==> config.mk <==
export PLATFORM = sky130hd
export DESIGN_NAME = tacometro_pulsos_flat
export DESIGN_NICKNAME = d
export VERILOG_FILES = /design/src/rtl/tacometro_pulsos_if.sv /design/src/rtl/tacometro_pulsos.sv /design/src/flat_wrapper.sv
export SDC_FILE = /design/constraint.sdc
export NUM_CORES = 1
export LEC_CHECK = 0
export ABC_CLOCK_PERIOD_IN_PS = 4800
export BUFFER_PORTS_ARGS = -buffer_cell sky130_fd_sc_hd__buf_2
export CAP_MARGIN = 20
export CORE_MARGIN = 10
export CORE_UTILIZATION = 45
export CTS_CLUSTER_DIAMETER = 40
export DETAILED_ROUTE_END_ITERATION = 12
export PLACE_DENSITY_LB_ADDON = 0.15
export SLEW_MARGIN = 30
export SYNTH_ARGS = -nofsm -noshare
export SYNTH_HDL_FRONTEND = slang
export SYNTH_SLANG_ARGS = --single-unit
==> constraint.sdc <==
create_clock -name clk_in -period 4.8 [get_ports clk_in]
set_clock_uncertainty 0.1 [all_clocks]
set_input_delay 0.96 -clock clk_in [delete_from_list [all_inputs] [get_ports clk_in]]
set_output_delay 0.96 -clock clk_in [all_outputs]
set_load 0.02 [all_outputs]
==> src/rtl/tacometro_pulsos_if.sv <==
// Tachometer measurement bus: enable/gate/sensor inputs and count results.
// Ports: en, gate_stb, sensor_in (master -> slave);
//        count_out, count_valid, overflow, measuring (slave -> master).
interface tacometro_pulsos_if #(
  parameter int CNT_W = 16
);
  logic             en;
  logic             gate_stb;
  logic             sensor_in;
  logic [CNT_W-1:0] count_out;
  logic             count_valid;
  logic             overflow;
  logic             measuring;

  // master: controller that drives the window and reads results
  modport master (
    output en, gate_stb, sensor_in,
    input  count_out, count_valid, overflow, measuring
  );

  // slave: the tachometer itself
  modport slave (
    input  en, gate_stb, sensor_in,
    output count_out, count_valid, overflow, measuring
  );
endinterface

==> src/rtl/tacometro_pulsos.sv <==
// Counts debounced rising edges of an async sensor per gate window, publishes count once per window.
// Latency: count_valid one cycle after gate_stb; sensor edge to filtered level 2+DEB_CYCLES cycles.
// Backpressure: none; count_valid is a 1-cycle pulse the consumer must sample on that cycle.
// Ports: clk_in, rst (sync, active-high); bus (slave modport): en, gate_stb, sensor_in in;
//        count_out, count_valid, overflow, measuring out.
module tacometro_pulsos #(
  parameter int CNT_W      = 16,
  parameter int DEB_CYCLES = 4,
  parameter int DEB_W      = 8
) (
  input  logic              clk_in,
  input  logic              rst,
  tacometro_pulsos_if.slave bus
);

  typedef enum logic {
    WAIT_GATE = 1'b0,
    MEASURE   = 1'b1
  } state_t;

  localparam logic [CNT_W-1:0] CNT_MAX  = '1;
  localparam logic [DEB_W-1:0] DEB_LAST = DEB_W'(DEB_CYCLES - 1);

  // synchronizer + debounce
  logic             sync1_q, sync1_d;
  logic             sync2_q, sync2_d;
  logic             filt_q, filt_d;
  logic             filt_dly_q, filt_dly_d;
  logic [DEB_W-1:0] deb_cnt_q, deb_cnt_d;
  logic             evt;

  // measurement FSM and results
  state_t           state_q, state_d;
  logic [CNT_W-1:0] cnt_q, cnt_d;
  logic             ovf_acc_q, ovf_acc_d;
  logic [CNT_W-1:0] count_out_q, count_out_d;
  logic             count_valid_q, count_valid_d;
  logic             overflow_q, overflow_d;
  logic             measuring_q, measuring_d;

  logic [CNT_W-1:0] cnt_inc;
  logic             sat_now;

  always_comb begin
    sync1_d    = bus.sensor_in;
    sync2_d    = sync1_q;
    filt_d     = filt_q;
    filt_dly_d = filt_q;
    deb_cnt_d  = '0;
    // The filtered level only follows sync2 after DEB_CYCLES consecutive disagreeing cycles.
    if (sync2_q != filt_q) begin
      if (deb_cnt_q == DEB_LAST) begin
        filt_d    = sync2_q;
        deb_cnt_d = '0;
      end else begin
        deb_cnt_d = deb_cnt_q + DEB_W'(1);
      end
    end
  end

  assign evt = filt_q & ~filt_dly_q;

  always_comb begin
    // Count including this cycle's event, saturating at the maximum.
    sat_now = evt && (cnt_q == CNT_MAX);
    cnt_inc = (evt && (cnt_q != CNT_MAX)) ? cnt_q + CNT_W'(1) : cnt_q;

    state_d       = state_q;
    cnt_d         = cnt_q;
    ovf_acc_d     = ovf_acc_q;
    count_out_d   = count_out_q;
    overflow_d    = overflow_q;
    count_valid_d = 1'b0;

    if (!bus.en) begin
      // Disable aborts the window in any state; published results hold.
      state_d   = WAIT_GATE;
      cnt_d     = '0;
      ovf_acc_d = 1'b0;
    end else if (state_q == WAIT_GATE) begin
      cnt_d     = '0;
      ovf_acc_d = 1'b0;
      if (bus.gate_stb) begin
        state_d = MEASURE;
      end
    end else begin
      if (bus.gate_stb) begin
        // An event on the gate cycle belongs to the window being closed.
        count_out_d   = cnt_inc;
        overflow_d    = ovf_acc_q | sat_now;
        count_valid_d = 1'b1;
        cnt_d         = '0;
        ovf_acc_d     = 1'b0;
      end else begin
        cnt_d     = cnt_inc;
        ovf_acc_d = ovf_acc_q | sat_now;
      end
    end

    measuring_d = (state_d == MEASURE);
  end

  always_ff @(posedge clk_in) begin
    if (rst) begin
      sync1_q       <= 1'b0;
      sync2_q       <= 1'b0;
      filt_q        <= 1'b0;
      filt_dly_q    <= 1'b0;
      deb_cnt_q     <= '0;
      state_q       <= WAIT_GATE;
      cnt_q         <= '0;
      ovf_acc_q     <= 1'b0;
      count_out_q   <= '0;
      count_valid_q <= 1'b0;
      overflow_q    <= 1'b0;
      measuring_q   <= 1'b0;
    end else begin
      sync1_q       <= sync1_d;
      sync2_q       <= sync2_d;
      filt_q        <= filt_d;
      filt_dly_q    <= filt_dly_d;
      deb_cnt_q     <= deb_cnt_d;
      state_q       <= state_d;
      cnt_q         <= cnt_d;
      ovf_acc_q     <= ovf_acc_d;
      count_out_q   <= count_out_d;
      count_valid_q <= count_valid_d;
      overflow_q    <= overflow_d;
      measuring_q   <= measuring_d;
    end
  end

  assign bus.count_out   = count_out_q;
  assign bus.count_valid = count_valid_q;
  assign bus.overflow    = overflow_q;
  assign bus.measuring   = measuring_q;

endmodule

==> src/flat_wrapper.sv <==
// flat-port wrapper written by rule: the top's interface ports become plain ports
module tacometro_pulsos_flat 
#(
  parameter int CNT_W      = 16,
  parameter int DEB_CYCLES = 4,
  parameter int DEB_W      = 8
)
  (clk_in, rst, bus_en, bus_gate_stb, bus_sensor_in, bus_count_out, bus_count_valid, bus_overflow, bus_measuring);
  tacometro_pulsos_if #(.CNT_W(CNT_W)) bus_i ();
  input  logic clk_in;
  input  logic rst;
  input wire logic [$bits(bus_i.en)-1:0] bus_en;
  input wire logic [$bits(bus_i.gate_stb)-1:0] bus_gate_stb;
  input wire logic [$bits(bus_i.sensor_in)-1:0] bus_sensor_in;
  output wire logic [$bits(bus_i.count_out)-1:0] bus_count_out;
  output wire logic [$bits(bus_i.count_valid)-1:0] bus_count_valid;
  output wire logic [$bits(bus_i.overflow)-1:0] bus_overflow;
  output wire logic [$bits(bus_i.measuring)-1:0] bus_measuring;
  assign bus_i.en = bus_en;
  assign bus_i.gate_stb = bus_gate_stb;
  assign bus_i.sensor_in = bus_sensor_in;
  assign bus_count_out = bus_i.count_out;
  assign bus_count_valid = bus_i.count_valid;
  assign bus_overflow = bus_i.overflow;
  assign bus_measuring = bus_i.measuring;
  tacometro_pulsos #(.CNT_W(CNT_W), .DEB_CYCLES(DEB_CYCLES), .DEB_W(DEB_W)) u_core (.clk_in(clk_in), .rst(rst), .bus(bus_i));
endmodule
Word-level counts from Yosys, hierarchy flattened
Cells that the tools add are included.
{"block": "op_classes", "add_sub_neg": 2, "n_eq_ne": 4, "n_mux": 3, "bitwise_logic": 6, "n_reduce_logical": 8}
{"cell": "$add A16 B1 Y16 const B", "count": 1}
{"cell": "$eq A16 B16 Y1 const B", "count": 1}
{"cell": "$mux W16", "count": 1}
{"cell": "$ne A16 B16 Y1 const B", "count": 1}
{"cell": "$add A8 B1 Y8 const B", "count": 1}
{"cell": "$eq A8 B2 Y1 const B", "count": 1}
{"cell": "$reduce_or A3 Y1", "count": 2}
{"cell": "$not A1 Y1", "count": 4}
{"cell": "$reduce_or A4 Y1", "count": 1}
{"cell": "$reduce_and A3 Y1", "count": 1}
{"cell": "$logic_and A1 B1 Y1", "count": 2}
{"cell": "$mux W1", "count": 2}
{"cell": "$reduce_and A2 Y1", "count": 1}
{"cell": "$reduce_or A2 Y1", "count": 1}
{"cell": "$and A1 B1 Y1", "count": 1}
{"cell": "$ne A1 B1 Y1", "count": 1}
{"cell": "$or A1 B1 Y1", "count": 1}
{"block": "totals", "ff_bits": 48, "in_bits": 5, "out_inout_bits": 19}

Logic depth before layout (Yosys ltp)
Gate-level depths: netlist of the first run.
{"block": "depth", "ltp_word": 4, "mapped_depth": 6, "ltp_nobuf": 5}

Worst setup path before layout of the first run
Ideal clock, no wire load.
{"block": "synth_timing", "path_type": "input port to flip-flop", "from": "in bus_gate_stb", "to": "reg u_core.count_out_q[0], in the netlist u_core.bus.count_out[0]", "setup_ns": 0.137, "t_arrival_ns": 1.713, "slack_ns": 2.850, "stages": 4, "path_cell_list": "and3_1 -> clkbuf_1 -> clkbuf_1 -> a31oi_1"}
{"block": "synth_via", "elab_chain_cells": 1}
{"element": "from (decl)", "line": "flat_wrapper.sv:13", "source": "input wire logic [$bits(bus_i.gate_stb)-1:0] bus_gate_stb;"}
{"element": "$reduce_and A3 Y1 (no line)"}
{"element": "to (signal assigned)", "line": "tacometro_pulsos.sv:126", "source": "count_out_q <= count_out_d;"}
{"element": "to (decl)", "line": "tacometro_pulsos.sv:36", "source": "logic [CNT_W-1:0] count_out_q, count_out_d;"}
No other way between the ends.
A chain may end at the register's enable or synchronous reset.

Worst setup path after layout of the first run
{"block": "layout_timing", "from": "in rst", "to": "reg u_core.cnt_q[12]"}
{"block": "layout_via", "elab_chain_cells": 1}
{"element": "from (decl)", "line": "flat_wrapper.sv:11", "source": "input logic rst;"}
{"element": "$reduce_or A4 Y1 (no line)"}
{"element": "to (signal assigned)", "line": "tacometro_pulsos.sv:124", "source": "cnt_q <= cnt_d;"}
{"element": "to (decl)", "line": "tacometro_pulsos.sv:34", "source": "logic [CNT_W-1:0] cnt_q, cnt_d;"}
No other way between the ends.

==> impl_metrics.toml, run 1 <==
[timing]
setup_tns_ps = 0
whs_ps = 348.6
drv_slew = 0
rsz0062_at_grt = "false"
relSlewSlack = 0.4067
worst_pin_slew_ps = 882.6
max_freq_mhz = 378.5
period_share = 0.5504
worst_slack_ps = 2158
period_minus_slack_ps = 2642
hold_viol_final = 0
setup_viol = 0

[clock_tree]
cts_tree = "done"
ctsHoldBuffers = 0
cts.repair.resized = 0
cts_sinks = 48
htree_levels = 2
cts_setup_buffers = 0
clock_tree.root_cell = "clkbuf_8"
cts.path.max_buffers = 2
path_clk_slew_ps = 80
numCtsBuffers = 5
clk_latency_ps = 300

[flow_run]
drv_cap = 0

[worst_setup_path]
cp-start-kind = "input port"
cp.required_ps = 4950
crit_chain = "buf_2, inv_1, nand4b_1, a31oi_1, o21a_1"
crit_arrival_ps = 2790
slowest_delay_ps = 720
crit_type = "input port to flip-flop"
reg2reg_depth = 5
critPathMaxFanout = 17
crit_path_end_kind = "flip-flop"
cp_slowest_cell = "nand4b_1"
reg2reg_slack_ps = 2580
rr_endpoint = "u_core.bus.count_out[9]"
rr_startpoint = "u_core.cnt_q[0]"

[synthesis]
syn-cell-area_sq_mm = 0.002052
synth_ff_type = "dfxtp_1"
yosysSeqAreaShare = 0.4683
synth_seq_cells = 48
ys_types = 51
async_flop_share = 0
ys_warn_count = 0
synth-edff-count = 0
synthesis.nets = 223
avgSynthCellArea_sq_um = 9.500
syn_inst = 216

[worst_hold_path]
hp-start = "u_core.sync1_q"
min_delay_path_depth = 1
holdPathEnd = "u_core.sync2_q"
min_path_type = "flip-flop to flip-flop"

[floorplanning]
die_w_um = 87.53
start_util = 0.4680
die_area_sq_mm = 0.007661
dieHeight_um = 87.53
ios = 24
core_sq_mm = 0.004384
rows = 24

[status]
outcome = "finished clean"

[grt]
grt_pass1_vias = 1540
antenna_found_initial = 0
grt_max_degree = 30
grt_pass1_wl_mm = 7.493
grt_use_total = 0.1208
overflow = 0

[route]
drt_iter0_markers = 91
drc = 0
viasPerCell = 5.593
final_antenna_net_count = 0
dr.pass1.iters = 4
vias = 1622
wl_per_cell_um = 14.70
routed_wl_mm = 4.263

[place]
pre_cts_ws_ps = 1802
port_buffers = 23
gp_congestion = 0.7480
hpwl_mm = 3.030

[cells_and_area]
finalNetCount = 244
fin_util = 0.5214
synthToLayoutAreaGrowth_pct = 11.40
antennaDiodeCount = 0
fillers = 426
regArea_sq_um = 960.9
multi_input_area_sq_mm = 0.001044
drive_above_1_share = 0.1765

[power]
powerDensity_mw_per_mm2 = 293.8
fin_total_pwr_uw = 671.7
p_leak_nw = 0.8205
peakVddDrop_uv = 147.0
-- per-stage QoR --
step,instances,area (sq um)
floorplan,216,2052
global placement,282,2195
detailed placement,282,2195
CTS,290,2285
global route,290,2286
finish,290,2286
-- cell usage in the layout (no fill, tap or decap), types with 2 or more instances in the layout --
cell type,n
a21oi_1,14
a31oi_1,12
and3_1,3
and3_2,2
buf_2,23
clkbuf_1,2
clkbuf_8,6
dfxtp_1,48
ha_1,2
inv_1,3
nand2_1,10
nand3_1,10
nand3b_1,2
nand4_4,2
nand4b_1,2
nor2_1,17
nor2b_1,3
nor3_1,5
nor4_1,2
nor4_2,2
o21ai_0,17
o21ai_1,3
o31ai_1,6
or3_1,4
or4_1,5
xnor2_1,5
xor2_1,3
-- power breakdown --
| group | internal (mW) | switching [mW] | total (mW) |
|---|---|---|---|
| clock | 0.118 | 0.128 | 0.246 |
| sequential | 0.402 | 0.00225 | 0.405 |
| combinational | 0.00705 | 0.0144 | 0.0215 |
| total | 0.527 | 0.145 | 0.672 |
-- flip-flops by register name (all words and copies together) (netlist names) --
register,count
u_core.bus.count_out,16
u_core.bus.count_valid,1
u_core.bus.measuring,1
u_core.bus.overflow,1
u_core.cnt_q,16
u_core.deb_cnt_q,8
u_core.filt_dly_d,1
u_core.filt_dly_q,1
u_core.ovf_acc_q,1
u_core.sync1_q,1
u_core.sync2_q,1
-- cell usage after synthesis (2+ instances only) --
master | number | area share
dfxtp_1 | 48 | 0.47
nor2_1 | 17 | 0.031
o21ai_0 | 17 | 0.041
a21oi_1 | 14 | 0.034
a31oi_1 | 12 | 0.037
nand2_1 | 10 | 0.018
nand3_1 | 10 | 0.024
clkbuf_1 | 6 | 0.011
o31ai_1 | 6 | 0.022
nor3_1 | 5 | 0.012
or4_1 | 5 | 0.018
xnor2_1 | 5 | 0.021
and3_1 | 4 | 0.012
or3_1 | 4 | 0.012
buf_2 | 3 | 0.0073
inv_1 | 3 | 0.0055
nor2b_1 | 3 | 0.0091
o21ai_1 | 3 | 0.0073
xor2_1 | 3 | 0.013
ha_1 | 2 | 0.012
nand3b_1 | 2 | 0.0073
nand4_4 | 2 | 0.021
nand4b_1 | 2 | 0.0085
nor4_1 | 2 | 0.0061
nor4_2 | 2 | 0.012
-- per-layer routing --
layer | up-vias | GRT usage | share of wire
met5 | - | 0 | 0
met4 | 0 | 0.05217 | 0.017
met3 | 7 | 0.04120 | 0.051
met2 | 19 | 0.1739 | 0.42
met1 | 729 | 0.1594 | 0.51
li1 | 867 | - | -
-- worst max path at each step --
stage / cells past startpoint / slack [ps] / from / endpoint
6_report: 5 / 2160 / rst / u_core.cnt_q[12]
3_5_place_dp: 5 / 1800 / rst / u_core.cnt_q[12]
3_3_place_gp: 5 / 1850 / rst / u_core.cnt_q[12]
4_1_cts: 5 / 2090 / rst / u_core.cnt_q[12]
5_1_grt: 5 / 1960 / rst / u_core.cnt_q[12]
2_1_floorplan: 4 / 2850 / bus_gate_stb / u_core.bus.count_out[0]
-- worst max-delay path: cells and delay by family --
kind / cells / cell delay [ps]
and+or+nand+nor: 1 / 720
AOI/OAI and AO/OA: 2 / 570
buffers and inverters: 2 / 540
-- cells by family after synthesis --
logic type	after synthesis	synth area share
xor gates and xnor gates	8	0.03415
AOI/OAI and AO/OA	63	0.1909
and+or+nand+nor	82	0.2659
buffers and inverters	12	0.02378
muxes	1	0.004878
DFF	48	0.4683
adders and majority gates	2	0.01219
-- area by class of cell --
class,count,area share
inverters,3,0.004926
flip-flops and latches,48,0.4204
clock buffers,8,0.03941
well taps,52,0.02846
multi-input cells,156,0.4565
repair buffers,23,0.05036
Power figures use the tool's default switching activity.
==> inputs of run 2 (changes only) <==
ABC_AREA = 1   (was not set)
ABC_CLOCK_PERIOD_IN_PS = 2750   (was 4800)
clock period = 2.75 ns   (was 4.8 ns; I/O delays follow)
==> impl_metrics.toml, run 2 <==
[grt]
grt_use_total = 0.1148
grt_pass1_wl_mm = 8.024
antenna_found_initial = 0
grt_pass1_vias = 1821
overflow = 0
grt_max_degree = 20

[clock_tree]
cts.repair.resized = 0
cts_sinks = 48
htree_levels = 2
cts_setup_buffers = 0
path_clk_slew_ps = 90
clk_latency_ps = 300
numCtsBuffers = 5
cts_tree = "done"
cts.path.max_buffers = 2
ctsHoldBuffers = 0
clock_tree.root_cell = "clkbuf_8"

[status]
outcome = "finished clean"

[floorplanning]
die_area_sq_mm = 0.008106
ios = 24
die_w_um = 90.04
rows = 25
start_util = 0.4673
core_sq_mm = 0.004723
dieHeight_um = 90.04

[timing]
worst_pin_slew_ps = 620.1
relSlewSlack = 0.5856
hold_viol_final = 0
whs_ps = 316.0
setup_tns_ps = 0
drv_slew = 0
period_share = 0.7146
period_minus_slack_ps = 1965
rsz0062_at_grt = "false"
max_freq_mhz = 508.8
setup_viol = 0

[cells_and_area]
final_cells = 410
regArea_sq_um = 960.9
multi_input_area_sq_mm = 0.001044
fin_util = 0.5306
final_cell_mix = "nand2_1, dfxtp_1, inv_1"
fillers = 467
drive_above_1_share = 0.1312
finalNetCount = 349
antennaDiodeCount = 0
layout_commonest_cell = "nand2_1"
synthToLayoutAreaGrowth_pct = 13.55

[synthesis]
ys_warn_count = 0
yosysTopAreaCell = "dfxtp_1"
synthesis.nets = 323
synth_top_area_share = 0.4354
synthMuxAreaShare = 0
synth_xor_area_frac = 0.02381
avgSynthCellArea_sq_um = 6.985
synthAdderAreaFrac = 0.01134
syn-cell-area_sq_mm = 0.002207
yosysSeqAreaShare = 0.4354
syn_inst = 316
yosys-top-cells-count = "nand2_1, dfxtp_1, inv_1, nor2_1, nand3_1"
synth_seq_cells = 48
synth_top_family_by_area = "simple AND/OR/NAND/NOR gates"
ys_types = 25
synth_area_leaders = "dfxtp_1, nand2_1, inv_1, nor2_1, nand3_1"
synth-simple-area-share = 0.3175
yosysMostFrequentCell = "nand2_1"
synth_compound_area_frac = 0.1190
async_flop_share = 0
synth_ff_type = "dfxtp_1"
synth-edff-count = 0

[worst_setup_path]
crit_type = "flip-flop to flip-flop"
cp.required_ps = 2860
cp-start-kind = "flip-flop"
critPathMaxFanout = 11
crit_arrival_ps = 2070
crit_path_end_kind = "flip-flop"

[route]
vias = 1948
drt_iter0_markers = 73
final_antenna_net_count = 0
routed_wl_mm = 4.550
viasPerCell = 4.751
wl_per_cell_um = 11.10
drc = 0
dr.pass1.iters = 4

[power]
clkPwrFrac = 0.400
fin_total_pwr_mw = 1.271
p_leak_nw = 1.043
seq_power_share = 0.558
net-switching-power_uw = 278.3
peakVddDrop_uv = 411.6
swShare = 0.2190
pwr-share-comb = 0.042
intPower_uw = 992.6
powerDensity_mw_per_mm2 = 507.1

[place]
port_buffers = 23
gp_congestion = 0.8733
hpwl_mm = 3.450
dp.cells = 402

[flow_run]
drv_cap = 0

[worst_hold_path]
min_path_type = "flip-flop to flip-flop"
## run 2: cell types whose count changed after synthesis, moves of 5 or more
cell,before,now
nor2_1,17,44
o21ai_0,17,9
or4_1,5,0
a21oi_1,14,19
o31ai_1,6,0
nand4_1,1,6
inv_1,3,45
a31oi_1,12,0
nand3_1,10,27
o21a_1,1,11
nand2_1,10,77
## run 2: metal layers
layer | global-route usage | up-vias | part of all wire
met4 | 0.03714 | 0 | 0.013
met5 | 0 | - | 0
met1 | 0.1485 | 870 | 0.52
li1 | - | 1050 | -
met2 | 0.1774 | 23 | 0.43
met3 | 0.03491 | 5 | 0.043
## run 2: worst max-delay path, stage by stage (launching register included)
cell     delay, ps
dfxtp_1        420
ha_1           280
inv_1           70
nor2_2         180
nand4_1        380
nand3_1        240
nand3_1         90
nand2_1         60
inv_1           30
## run 2: power by group through the flow
stage                     Sequential [mW]  Combinational [mW]  Clock, mW
after floorplan                     0.735              0.0241          0
after global placement              0.725              0.0529          0
after detailed placement            0.725              0.0539          0
after CTS                           0.709              0.0540      0.523
after global routing                0.711              0.0592      0.553
final                               0.709              0.0529      0.509
## run 2: final cells by class
type | count | area share
multi-input combinational | 216 | 0.4164
sequential | 48 | 0.3834
inverter | 45 | 0.06740
timing repair buffer | 26 | 0.05492
tap | 67 | 0.03345
clock buffer | 5 | 0.02746
clock inverter | 3 | 0.01697
## run 2: logic make-up (layout without fill, tap and decap cells)
kind of cell	after synthesis	count (layout)
AOI/OAI and AO/OA	43	43
xor gates and xnor gates	6	6
adders and majority gates	2	2
buffers and inverters	52	79
DFF	48	48
and+or+nand+nor	165	165
## run 2: per-stage QoR
stage                     area (sq um)  setup slack, ps
after CTS                         2506            783.5
after global routing              2506            574.1
after floorplan                   2207             1130
final                             2506            784.7
after detailed placement          2395            794.1
after global placement            2395            843.9
## run 2: path summary, 6_finish.rpt
kind,startpoint,end,slack [ps],cells past startpoint
max reg2reg,u_core.cnt_q[0],u_core.bus.count_out[15],780,8
min reg2reg,u_core.sync1_q,u_core.sync2_q,320,2
min,u_core.sync1_q,u_core.sync2_q,320,2
max,u_core.cnt_q[0],u_core.bus.count_out[15],780,8
==> inputs of run 3 (changes only) <==
ABC_CLOCK_PERIOD_IN_PS = 2000   (was 2750)
clock period = 2 ns   (was 2.75 ns; I/O delays follow)
==> impl_metrics.toml, run 3 (synthesis results as in run 2) <==
[floorplanning]
die_area_sq_mm = 0.008106
ios = 24
die_w_um = 90.04
dieHeight_um = 90.04
core_sq_mm = 0.004723
start_util = 0.4673
rows = 25

[timing]
relSlewSlack = 0.5682
rsz0062_at_grt = "false"
setup_viol = 0
whs_ps = 199.2
hold_viol_final = 0
max_freq_mhz = 570.7
period_share = 0.8761
setup_tns_ps = 0
drv_slew = 0
period_minus_slack_ps = 1752
worst_pin_slew_ps = 646.2

[clock_tree]
htree_levels = 2
clk_latency_ps = 300
clock_tree.root_cell = "clkbuf_8"
ctsHoldBuffers = 0
cts.path.max_buffers = 2
cts_sinks = 48
path_clk_slew_ps = 80
cts_setup_buffers = 0
cts.repair.resized = 0
cts_tree = "done"
numCtsBuffers = 5

[cells_and_area]
fillers = 476
fin_util = 0.5311
layout_commonest_cell = "nand2_1"
final_area_sq_mm = 0.002509
antennaDiodeCount = 0
final_cell_mix = "nand2_1, dfxtp_1, inv_1"
finalNetCount = 351
drive_above_1_share = 0.1312
synthToLayoutAreaGrowth_pct = 13.66

[route]
vias = 1933
drt_iter0_markers = 167
dr.pass1.iters = 4
drc = 0
wl_per_cell_um = 11.21
routed_wl_mm = 4.598
final_antenna_net_count = 0
viasPerCell = 4.715

[grt]
antenna_found_initial = 0
overflow = 0
grt_pass1_vias = 1797
grt_use_total = 0.1140
grt_max_degree = 20
grt_pass1_wl_mm = 7.886

[worst_setup_path]
reg2reg_slack_ps = 250
cp-start-kind = "flip-flop"
rr_endpoint = "u_core.bus.count_out[1]"
rr_startpoint = "u_core.cnt_q[0]"
reg2reg_depth = 9
critPathMaxFanout = 8
cp.required_ps = 2150
crit_type = "flip-flop to flip-flop"
crit_arrival_ps = 1900
crit_path_end_kind = "flip-flop"

[place]
port_buffers = 23
hpwl_mm = 3.458
placed_area_sq_mm = 0.002410
gp_congestion = 0.8447

[flow_run]
drv_cap = 0

[worst_hold_path]
hp-start = "bus_sensor_in"
holdPathEnd = "u_core.sync1_q"
min_delay_path_depth = 3
min_path_type = "input port to flip-flop"

[power]
peakVddDrop_uv = 467.2
powerDensity_mw_per_mm2 = 683.3
p_leak_nw = 1.049

[status]
outcome = "finished clean"
-- run 3: power breakdown --
part | switching (mW) | leakage, nW | internal, mW
sequential | 0.00624 | 0.388 | 0.968
clock | 0.308 | 0.0501 | 0.359
combinational | 0.0466 | 0.611 | 0.0261
-- run 3: stage by stage --
step	std cells	setup WS (ps)	total power, mW
CTS	410	246.5	1.740
global placement	404	298.6	1.071
global route	410	63.51	1.767
finish	410	247.7	1.714
floorplan	316	380.3	1.044
detailed placement	404	268.8	1.072
-- run 3: final cells by class --
cell class	count	area (sq um)	area share
clock buffers	5	68.82	0.02743
clock inverters	1	30.03	0.01197
well taps	67	83.83	0.03342
repair buffers	28	152.6	0.06085
inverters	45	168.9	0.06733
multi-input cells	216	1044	0.4160
flip-flops and latches	48	960.9	0.3830
-- run 3: worst max path at each step --
| stage | startpoint | endpoint | slack, ps |
|---|---|---|---|
| 5_1_grt | u_core.cnt_q[0] | u_core.bus.count_out[7] | 60 |
| 4_1_cts | u_core.cnt_q[0] | u_core.bus.count_out[1] | 250 |
| 2_1_floorplan | u_core.cnt_q[0] | u_core.bus.count_out[10] | 380 |
| 3_5_place_dp | u_core.cnt_q[0] | u_core.bus.count_out[1] | 270 |
| 3_3_place_gp | u_core.cnt_q[0] | u_core.bus.count_out[1] | 300 |
| 6_report | u_core.cnt_q[0] | u_core.bus.count_out[1] | 250 |
-- run 3: critical path, cell delays in order (launching register included) --
cell     delay (ps)
dfxtp_1         430
ha_1            200
inv_1            50
nor2_2          170
nand2_2         120
o21ai_4         300
nand2_1         120
nand3_1         110
nand2_1          60
inv_1            40
-- run 3: layer usage --
metal,part of all wire,vias to the layer above,GRT usage
met5,0,-,0
met3,0.041,7,0.03242
met2,0.42,35,0.1792
met1,0.52,847,0.1438
met4,0.015,0,0.04377
li1,-,1044,-
